`config.mk`:
```
export PLATFORM = sky130hd
export DESIGN_NAME = uart_tx_arbiter
export DESIGN_NICKNAME = d
export VERILOG_FILES = /design/src/rtl/uart_pkg.sv /design/src/rtl/uart_tx_arbiter_rr_pick.sv /design/src/rtl/uart_tx_arbiter.sv
export SDC_FILE = /design/constraint.sdc
export NUM_CORES = 1
export LEC_CHECK = 0
export ABC_CLOCK_PERIOD_IN_PS = 2200
export CAP_MARGIN = 20
export CORE_ASPECT_RATIO = 0.75
export CORE_MARGIN = 3
export CORE_UTILIZATION = 46
export CTS_CLUSTER_DIAMETER = 150
export DETAILED_ROUTE_END_ITERATION = 10
export PLACE_DENSITY = 0.8
export SLEW_MARGIN = 20
export SYNTH_ARGS = -nofsm -noshare
export SYNTH_HDL_FRONTEND = slang
export SYNTH_SLANG_ARGS = --single-unit
```
`constraint.sdc`:
```
create_clock -name clk -period 2.2 [get_ports clk]
set_input_delay 0.44 -clock clk [delete_from_list [all_inputs] [get_ports clk]]
set_output_delay 0.44 -clock clk [all_outputs]
set_load 0.05 [all_outputs]
```
`src/rtl/uart_pkg.sv`:
```
// ---------------------------------------------------------------------------
// uart_pkg
// Shared definitions for the UART transmit path: arbiter state encoding,
// default word width and the parity modes understood by the transmitter.
// No ports (package).
// ---------------------------------------------------------------------------
package uart_pkg;

    // Word width carried on tx_data (8 data bits + 1 extra, e.g. address flag).
    localparam int unsigned UART_DW = 9;

    typedef enum logic [1:0] {
        ST_IDLE    = 2'd0,
        ST_ARB     = 2'd1,
        ST_REQ     = 2'd2,
        ST_RELEASE = 2'd3
    } arb_state_e;

    typedef enum logic [1:0] {
        PARITY_NONE = 2'd0,
        PARITY_EVEN = 2'd1,
        PARITY_ODD  = 2'd2,
        PARITY_MARK = 2'd3
    } parity_mode_e;

endpackage

```
`src/rtl/uart_tx_arbiter_rr_pick.sv`:
```
// ---------------------------------------------------------------------------
// rr_pick
// Combinational round-robin priority picker. Starting at rr_ptr_i and
// wrapping modulo NREQ, returns the first requester with its valid bit set.
//   req_valid_i : per-requester pending flags
//   rr_ptr_i    : index given highest priority this round
//   winner_o    : selected index (0 when nothing is pending)
//   any_valid_o : at least one requester pending
// ---------------------------------------------------------------------------
module rr_pick
    import uart_pkg::*;
#(
    parameter int unsigned NREQ = 4,
    parameter int unsigned IW   = $clog2(NREQ)
) (
    input  logic [NREQ-1:0] req_valid_i,
    input  logic [IW-1:0]   rr_ptr_i,
    output logic [IW-1:0]   winner_o,
    output logic            any_valid_o
);

    logic [IW-1:0] cand;

    always_comb begin
        winner_o    = '0;
        any_valid_o = 1'b0;
        cand        = '0;
        for (int unsigned k = 0; k < NREQ; k++) begin
            cand = IW'((32'(rr_ptr_i) + k) % NREQ);
            if (!any_valid_o && req_valid_i[cand]) begin
                winner_o    = cand;
                any_valid_o = 1'b1;
            end
        end
    end

endmodule

```
`src/rtl/uart_tx_arbiter.sv`:
```
// ---------------------------------------------------------------------------
// uart_tx_arbiter
// Round-robin scheduler sharing one UART transmitter among NREQ requesters.
// Latches the winning word, drives tx_request/tx_data, detects a fresh rising
// edge of the (asynchronous) tx_ack and returns a one-cycle req_ack pulse to
// the winner. A watchdog aborts a request the transmitter never acknowledges.
//   clk, reset   : clock, synchronous active-low reset
//   req_valid    : per-requester word pending
//   req_data     : packed words, requester i at [i*DW +: DW]
//   req_ack      : one-cycle pulse to the requester whose word was taken
//   tx_enable    : permits starting a new arbitration
//   tx_request   : request to transmitter (high in REQ)
//   tx_data      : latched word, stable while tx_request is high
//   tx_ack       : transmitter acknowledge, slow-domain level
//   tx_busy      : any state other than IDLE
//   grant_id     : index of current or last grant
//   timeout_err  : one-cycle pulse on watchdog abort
// ---------------------------------------------------------------------------
module uart_tx_arbiter
    import uart_pkg::*;
#(
    parameter int unsigned NREQ    = 4,
    parameter int unsigned DW      = UART_DW,
    parameter int unsigned TIMEOUT = 4096
) (
    input  logic                    clk,
    input  logic                    reset,
    input  logic [NREQ-1:0]         req_valid,
    input  logic [NREQ*DW-1:0]      req_data,
    output logic [NREQ-1:0]         req_ack,
    input  logic                    tx_enable,
    output logic                    tx_request,
    output logic [DW-1:0]           tx_data,
    input  logic                    tx_ack,
    output logic                    tx_busy,
    output logic [$clog2(NREQ)-1:0] grant_id,
    output logic                    timeout_err
);

    localparam int unsigned IW = $clog2(NREQ);
    localparam int unsigned WW = $clog2(TIMEOUT);

    arb_state_e    state_q, state_d;
    logic [IW-1:0] rr_ptr_q, rr_ptr_d;
    logic [IW-1:0] grant_q, grant_d;
    logic [DW-1:0] data_q, data_d;
    logic [WW-1:0] wd_q, wd_d;
    logic [NREQ-1:0] req_ack_q, req_ack_d;
    logic          timeout_q, timeout_d;

    logic ack_meta_q, ack_s_q, ack_s_dly_q;
    logic ack_rise;

    logic [IW-1:0] pick_winner;
    logic          pick_any;
    logic [IW-1:0] next_ptr;

    rr_pick #(
        .NREQ (NREQ)
    ) u_rr_pick (
        .req_valid_i (req_valid),
        .rr_ptr_i    (rr_ptr_q),
        .winner_o    (pick_winner),
        .any_valid_o (pick_any)
    );

    // Two-flop synchronizer plus one delay stage for edge detection; a level
    // already high when REQ is entered never produces a rise.
    always_ff @(posedge clk) begin
        if (!reset) begin
            ack_meta_q  <= 1'b0;
            ack_s_q     <= 1'b0;
            ack_s_dly_q <= 1'b0;
        end else begin
            ack_meta_q  <= tx_ack;
            ack_s_q     <= ack_meta_q;
            ack_s_dly_q <= ack_s_q;
        end
    end

    assign ack_rise = ack_s_q & ~ack_s_dly_q;
    assign next_ptr = (grant_q == IW'(NREQ - 1)) ? '0 : grant_q + 1'b1;

    always_comb begin
        state_d   = state_q;
        rr_ptr_d  = rr_ptr_q;
        grant_d   = grant_q;
        data_d    = data_q;
        wd_d      = wd_q;
        req_ack_d = '0;
        timeout_d = 1'b0;
        case (state_q)
            ST_IDLE: begin
                if (tx_enable && pick_any) begin
                    state_d = ST_ARB;
                end
            end
            ST_ARB: begin
                if (pick_any) begin
                    grant_d = pick_winner;
                    for (int unsigned i = 0; i < NREQ; i++) begin
                        if (pick_winner == IW'(i)) begin
                            data_d = req_data[i*DW +: DW];
                        end
                    end
                    wd_d    = '0;
                    state_d = ST_REQ;
                end else begin
                    state_d = ST_IDLE;
                end
            end
            ST_REQ: begin
                if (ack_rise) begin
                    req_ack_d[grant_q] = 1'b1;
                    rr_ptr_d           = next_ptr;
                    state_d            = ST_RELEASE;
                end else if (wd_q == WW'(TIMEOUT - 1)) begin
                    timeout_d = 1'b1;
                    rr_ptr_d  = next_ptr;
                    state_d   = ST_IDLE;
                end else begin
                    wd_d = wd_q + 1'b1;
                end
            end
            ST_RELEASE: begin
                if (!ack_s_q) begin
                    state_d = ST_IDLE;
                end
            end
            default: state_d = ST_IDLE;
        endcase
    end

    always_ff @(posedge clk) begin
        if (!reset) begin
            state_q   <= ST_IDLE;
            rr_ptr_q  <= '0;
            grant_q   <= '0;
            data_q    <= '0;
            wd_q      <= '0;
            req_ack_q <= '0;
            timeout_q <= 1'b0;
        end else begin
            state_q   <= state_d;
            rr_ptr_q  <= rr_ptr_d;
            grant_q   <= grant_d;
            data_q    <= data_d;
            wd_q      <= wd_d;
            req_ack_q <= req_ack_d;
            timeout_q <= timeout_d;
        end
    end

    assign tx_request  = (state_q == ST_REQ);
    assign tx_busy     = (state_q != ST_IDLE);
    assign tx_data     = data_q;
    assign grant_id    = grant_q;
    assign req_ack     = req_ack_q;
    assign timeout_err = timeout_q;

endmodule

```
==> results_dict.tcl <==
set metrics [dict create \
    cts_hold_buf 0 \
    path_clk_slew_ns 0.07 \
    synth_cell_type_count 40 \
    hold_violations 0 \
    cts.htree.levels 2 \
    syn-num-nets 262 \
    peakVddDrop_mv 0.3774 \
    clock_skew_ns 0.002819 \
    syn2layout_area_growth_pct 40.22 \
    cp_max_fo 5 \
    startpoint_type "flop" \
    utilization_pct 70.09 \
    cts.sinks 35 \
    clk_path_buf_depth 2 \
    synthCells 213 \
    status "completed" \
    die_w_um 80.47 \
    synth_top_area_share_pct 36.63 \
    overflow 0 \
    powerDensity_nw_per_um2 534.9 \
    place_congestion 0.9596 \
    cp_data_required_time_ns 1.76 \
    ys_ff_latch 35 \
    report.final.setup_viol 0 \
    rows 19 \
    reg2reg_to "wd_q[5]" \
    post_cts_buffers 0 \
    syn_avg_cell_area_um2 8.982 \
    period_share_pct 92.84 \
    hold_path.class "reg -> reg" \
    syn_area_um2 1913 \
    fmax_mhz 489.6 \
    dpl.hpwl_um 3896 \
    layout_commonest_cell "clkdlybuf4s50_1" \
    finalCriticalPeriod_ns 2.043 \
    relSlewSlack_pct 63.86 \
    drive_above_1_share_pct 10.56 \
    drtAntennaViolNets 0 \
    grt_setup_unrepaired "false" \
    hold_path_depth 1 \
    worst_hold_slack_ns 0.4390 \
    die-area_um2 4977 \
    portBuffers 61 \
    drt_wl_total_um 4868 \
    die_height_um 61.85 \
    async_flop_share_pct 0 \
    synth_flop_cell "dfxtp_1" \
    tightestPinTransition_ns 0.5404 \
    synth-edff-count 0 \
    drv_slew 0 \
    power.leakage_nw 0.9745 \
    cts.repair.resized 0 \
    final_cell_mix "clkdlybuf4s50_1, dfxtp_1, nand2_1" \
    root_buffer "clkbuf_8" \
    grtUsageTotal_pct 20.36 \
    via_per_inst 5.265 \
    grt_pass1_vias 1552 \
    synth_top_area_cell "dfxtp_1" \
    rr_startpoint "wd_q[0]" \
    cts_tree "built" \
    diodes 0 \
    drt-initial-drc-count 157 \
    critPathKind "reg -> out" \
    first_pass_iters 4 \
    crit_path_end_kind "output pin" \
    maxCapViolCount 0 \
    synth_area_leaders "dfxtp_1, mux2i_1, and4_1" \
    grt_start_max_net_pins 12 \
    arrival_ns 1.60 \
    core_region_area_um2 3827 \
    num_vias 1769 \
    ios 62 \
    grt_pass1_wl_um 7527 \
    ys_warn_count 0 \
    antenna_found_initial 0 \
    r2r_setup_slack_ns 0.37 \
    seq_area_frac_synth_pct 36.63 \
    clk_latency_ns 0.29 \
    drc 0 \
    stdcell_area_um2 2683 \
    cts_buffers 5 \
    wire_per_inst_um 14.49 \
    placed_cell_area_um2 2597 \
    min-delay-start "ack_meta_q" \
    holdPathEnd "ack_s_q" \
    reg2reg_depth 6 \
    start_util_pct 49.98 \
    nets 332 \
]
[layer usage]
layer / vias up / GRT usage, % / wire length, um / share of wire, %
met3: 6 / 4.323 / 252 / 5.2
li1: 917 / - / - / -
met2: 52 / 27.48 / 2069 / 43
met4: 0 / 7.229 / 41 / 0.84
met1: 794 / 31.38 / 2504 / 51
met5: - / 0 / 0 / 0
[cell usage after synthesis (2+ instances only)]
library cell and number:
nand4_1 3, inv_1 5, dfxtp_1 35, nor4b_2 2
nand2_1 17, o31a_1 9, buf_2 2, nor4_1 3
a21o_1 2, nor3_1 7, nor2_1 16, ha_1 5
mux2i_1 12, o21ai_0 12, xor2_1 2, o211ai_1 10
buf_6 5, or2_2 2, a21oi_2 2, nand2b_1 4
nand3_1 10, and2_1 8, and4_1 12, xnor2_1 8
a21oi_1 5
[area by class of cell]
cell class	instances	area, um2
fillers	331	1145
multi-input cells	162	1111
flip-flops and latches	35	700.7
repair buffers	73	698.2
clock buffers	6	72.57
well taps	52	65.06
inverters	6	22.52
clock inverters	2	12.51
[critical path: stages, from the launching register on]
cell	delay, ns
dfxtp_1	0.37
nor2_1	0.08
inv_1	0.06
clkdlybuf4s50_1	0.79
[flip-flops by register name, indices dropped and copies added, names as in the netlist]
name / flops
ack_meta_q: 1
ack_s_dly_q: 1
ack_s_q: 1
grant_id: 2
req_ack: 4
rr_ptr_q: 2
state_q: 2
timeout_err: 1
tx_data: 9
wd_q: 12
[worst max path at each step]
stage	cells after the start	slack (ns)	start	endpoint
global placement	6	0.01	req_valid[0]	tx_data[3]
global route	3	0.06	state_q[1]	tx_busy
finish	3	0.16	state_q[0]	tx_busy
floorplan	7	0.47	req_valid[3]	wd_q[5]
detailed placement	6	-0.08	req_valid[0]	tx_data[6]
CTS	3	0.15	state_q[0]	tx_busy
[stage by stage]
step	power, mW	setup WS, ns	setup TNS (ns)	cells
detailed placement	0.9924	-0.07512	-0.3760	328
CTS	1.444	0.1484	0	336
global route	1.503	0.05892	0	336
finish	1.435	0.1575	0	336
floorplan	0.8482	0.4747	0	213
global placement	0.9936	0.01389	0	328
[cell families after synthesis]
family          count (synthesis)  synth area share, %
mux                            12                6.279
simple gates                   91                28.06
fa+ha+maj                       5                3.270
xor+xnor                       10                4.578
compound gates                 44                15.89
buf+inv                        16                5.297
flops                          35                36.63
[where the power goes]
group          switching, mW  internal, mW  total, mW
sequential            0.0133         0.652      0.666
clock                  0.233         0.221      0.454
combinational          0.160         0.155      0.315
total                  0.406          1.03       1.43
Note: power is estimated with default switching activity, not from simulation.
==> RTL change (same flow settings) <==
`NREQ` is set to 4 in 2 places; all go to 8.
--- a/src/rtl/uart_tx_arbiter_rr_pick.sv
+++ b/src/rtl/uart_tx_arbiter_rr_pick.sv
@@ -10,7 +10,7 @@
 module rr_pick
     import uart_pkg::*;
 #(
-    parameter int unsigned NREQ = 4,
+    parameter int unsigned NREQ = 8,
     parameter int unsigned IW   = $clog2(NREQ)
 ) (
     input  logic [NREQ-1:0] req_valid_i,
--- a/src/rtl/uart_tx_arbiter.sv
+++ b/src/rtl/uart_tx_arbiter.sv
@@ -19,7 +19,7 @@
 module uart_tx_arbiter
     import uart_pkg::*;
 #(
-    parameter int unsigned NREQ    = 4,
+    parameter int unsigned NREQ    = 8,
     parameter int unsigned DW      = UART_DW,
     parameter int unsigned TIMEOUT = 4096
 ) (
Interface: changed (resized grant_id, req_ack, req_data and req_valid); port bits go from 62 to 107. No check against the original RTL was run, so the function may have changed too.
==> RTL change against the original RTL <==
- the flow now finishes with violations (setup timing)
- critical endpoint is now tx_data[1]
- total power grew 60%
- final area increased by 110%
- area after synthesis grew 64%
- setup slack worse by 1500 ps
- routed wire length rose to 2.6 times the old value
- largest power group is now combinational cells
- global-route usage up 9.3 points
- sequential cell count rose by 6
- critical path type is now flip-flop to flip-flop
==> RTL change: results (changes against the original RTL) <==
The number of instances in the synthesized netlist is 369 (+73%). The peak supply drop is 0.2573 mV (-32%). The worst hold slack across all endpoints is 435.6 ps (-3.396 ps). The number of input and output port buffers inserted is 106 (+74%). The post-route non-filler standard cell count is 638 (+90%). The slack of the critical path is -1371 ps (-1528 ps). The final net count is 645 (+94%). The number of setup violations in the final report came out at 26 (+26). The largest individual stage delay along the critical path comes from the cell dfxtp_4. The via count came to 3946 (+120%). The relative max-transition margin is 0.6417 (+0.003059).

The run finished, with violations left. The number of fill cells in the layout was 327 (-1.2%). The final total negative setup slack was -25680 ps (-25680 ps). The final reports fail on setup timing.

The proportion of total power due to net switching was 0.3366 (+0.05360). The amount of wire on met3 after detailed routing came to 1010 um (+300%). The stage delay of the slowest cell on the critical path is 380 ps (-410 ps). The number of library cell types mapped by synthesis was 63 (+57%). The starting DRC count in detailed routing is 428 (+170%). The number of nets produced by synthesis came out at 458 (+75%).

In this run the critical register-to-register path is launched from rr_ptr_q[0]. The sequential-to-total area share from yosys stat is 0.2624 (-0.1039). The path depth of the worst reg2reg path is 16 (+10). The final estimated routing congestion in global placement is 0.9825 (+2.4%). The total wire length is 12760 um (+160%). The met1 routed wirelength after detailed routing came out at 4895 um (+95%). By startpoint and endpoint, the worst setup path is classified as flip-flop to flip-flop. The number of global-route vias before repair came out at 3778 (+140%). Following the worst setup path forward leads to its endpoint at tx_data[1].
RTL change: cell types whose count changed after synthesis, sizes merged, moves of 8 or more:
cell / change
o21ai: +17
a21oi: +14
nor2: +14
and4: -12
nand2: +12
mux2: +11
mux4: +11
o31a: -9
buf: +8
nor3: +8
RTL change: worst min path at each step:
stage,endpoint,startpoint,cells after the start
after floorplan,ack_s_q,ack_meta_q,1
after global placement,ack_s_q,ack_meta_q,1
after detailed placement,ack_s_q,ack_meta_q,1
after CTS,ack_s_q,ack_meta_q,1
after global routing,ack_s_q,ack_meta_q,1
final,ack_s_q,ack_meta_q,1
RTL change: power groups by stage:
stage,combinational [W],sequential (W),clock [W]
2_1_floorplan,0.000321,0.000872,0
3_3_place_gp,0.000755,0.000801,0
3_5_place_dp,0.000772,0.000802,0
4_1_cts,0.000853,0.000784,0.000536
5_1_grt,0.00100,0.000789,0.000583
6_report,0.000955,0.000786,0.000549
RTL change: kinds of logic after synthesis:
group	synth area share
and+or+nand+nor	0.2200
AOI/OAI and AO/OA	0.2276
DFF	0.2624
muxes	0.1828
buffers and inverters	0.05960
xor gates and xnor gates	0.02760
adders and majority gates	0.02000
RTL change: what timing repair did:
| action | CTS | global route |
|---|---|---|
| gates resized for setup | 59 | 64 |
| pin swaps | 29 | 37 |
| buffers inserted | 11 | 12 |
| endpoints found under the setup margin | 26 | 27 |
| gates cloned | 2 | 1 |
| endpoints found under the hold margin | 0 | 0 |
RTL change: final cells by class:
type                       instances  area [um^2]  area share
inverter                          11        46.29    0.008358
timing repair buffer             201         1879      0.3393
clock buffer                       6        82.58     0.01491
multi-input combinational        296         2590      0.4676
tap                               81        101.3     0.01830
sequential                        41        825.8      0.1491
clock inverter                     2        13.76    0.002485
RTL change: through the flow:
stage / setup slack, ps / util
CTS: -1242 / 0.8068
detailed placement: -1578 / 0.7423
global placement: -1513 / 0.7423
floorplan: -1308 / -
global route: -1492 / 0.8596
finish: -1371 / 0.8596
RTL change: metal layers:
metal	track usage	up-vias
li1	-	1752
met1	0.3710	1858
met2	0.4993	268
met3	0.06110	68
met4	0.1076	0
met5	0	-
RTL change: critical path: cells and delay by family, from the launching register on:
family          cells  cell delay, ps
mux                 2             520
compound gates      7            1540
fa+ha+maj           1             300
buf+inv             6             710
flops               1             380
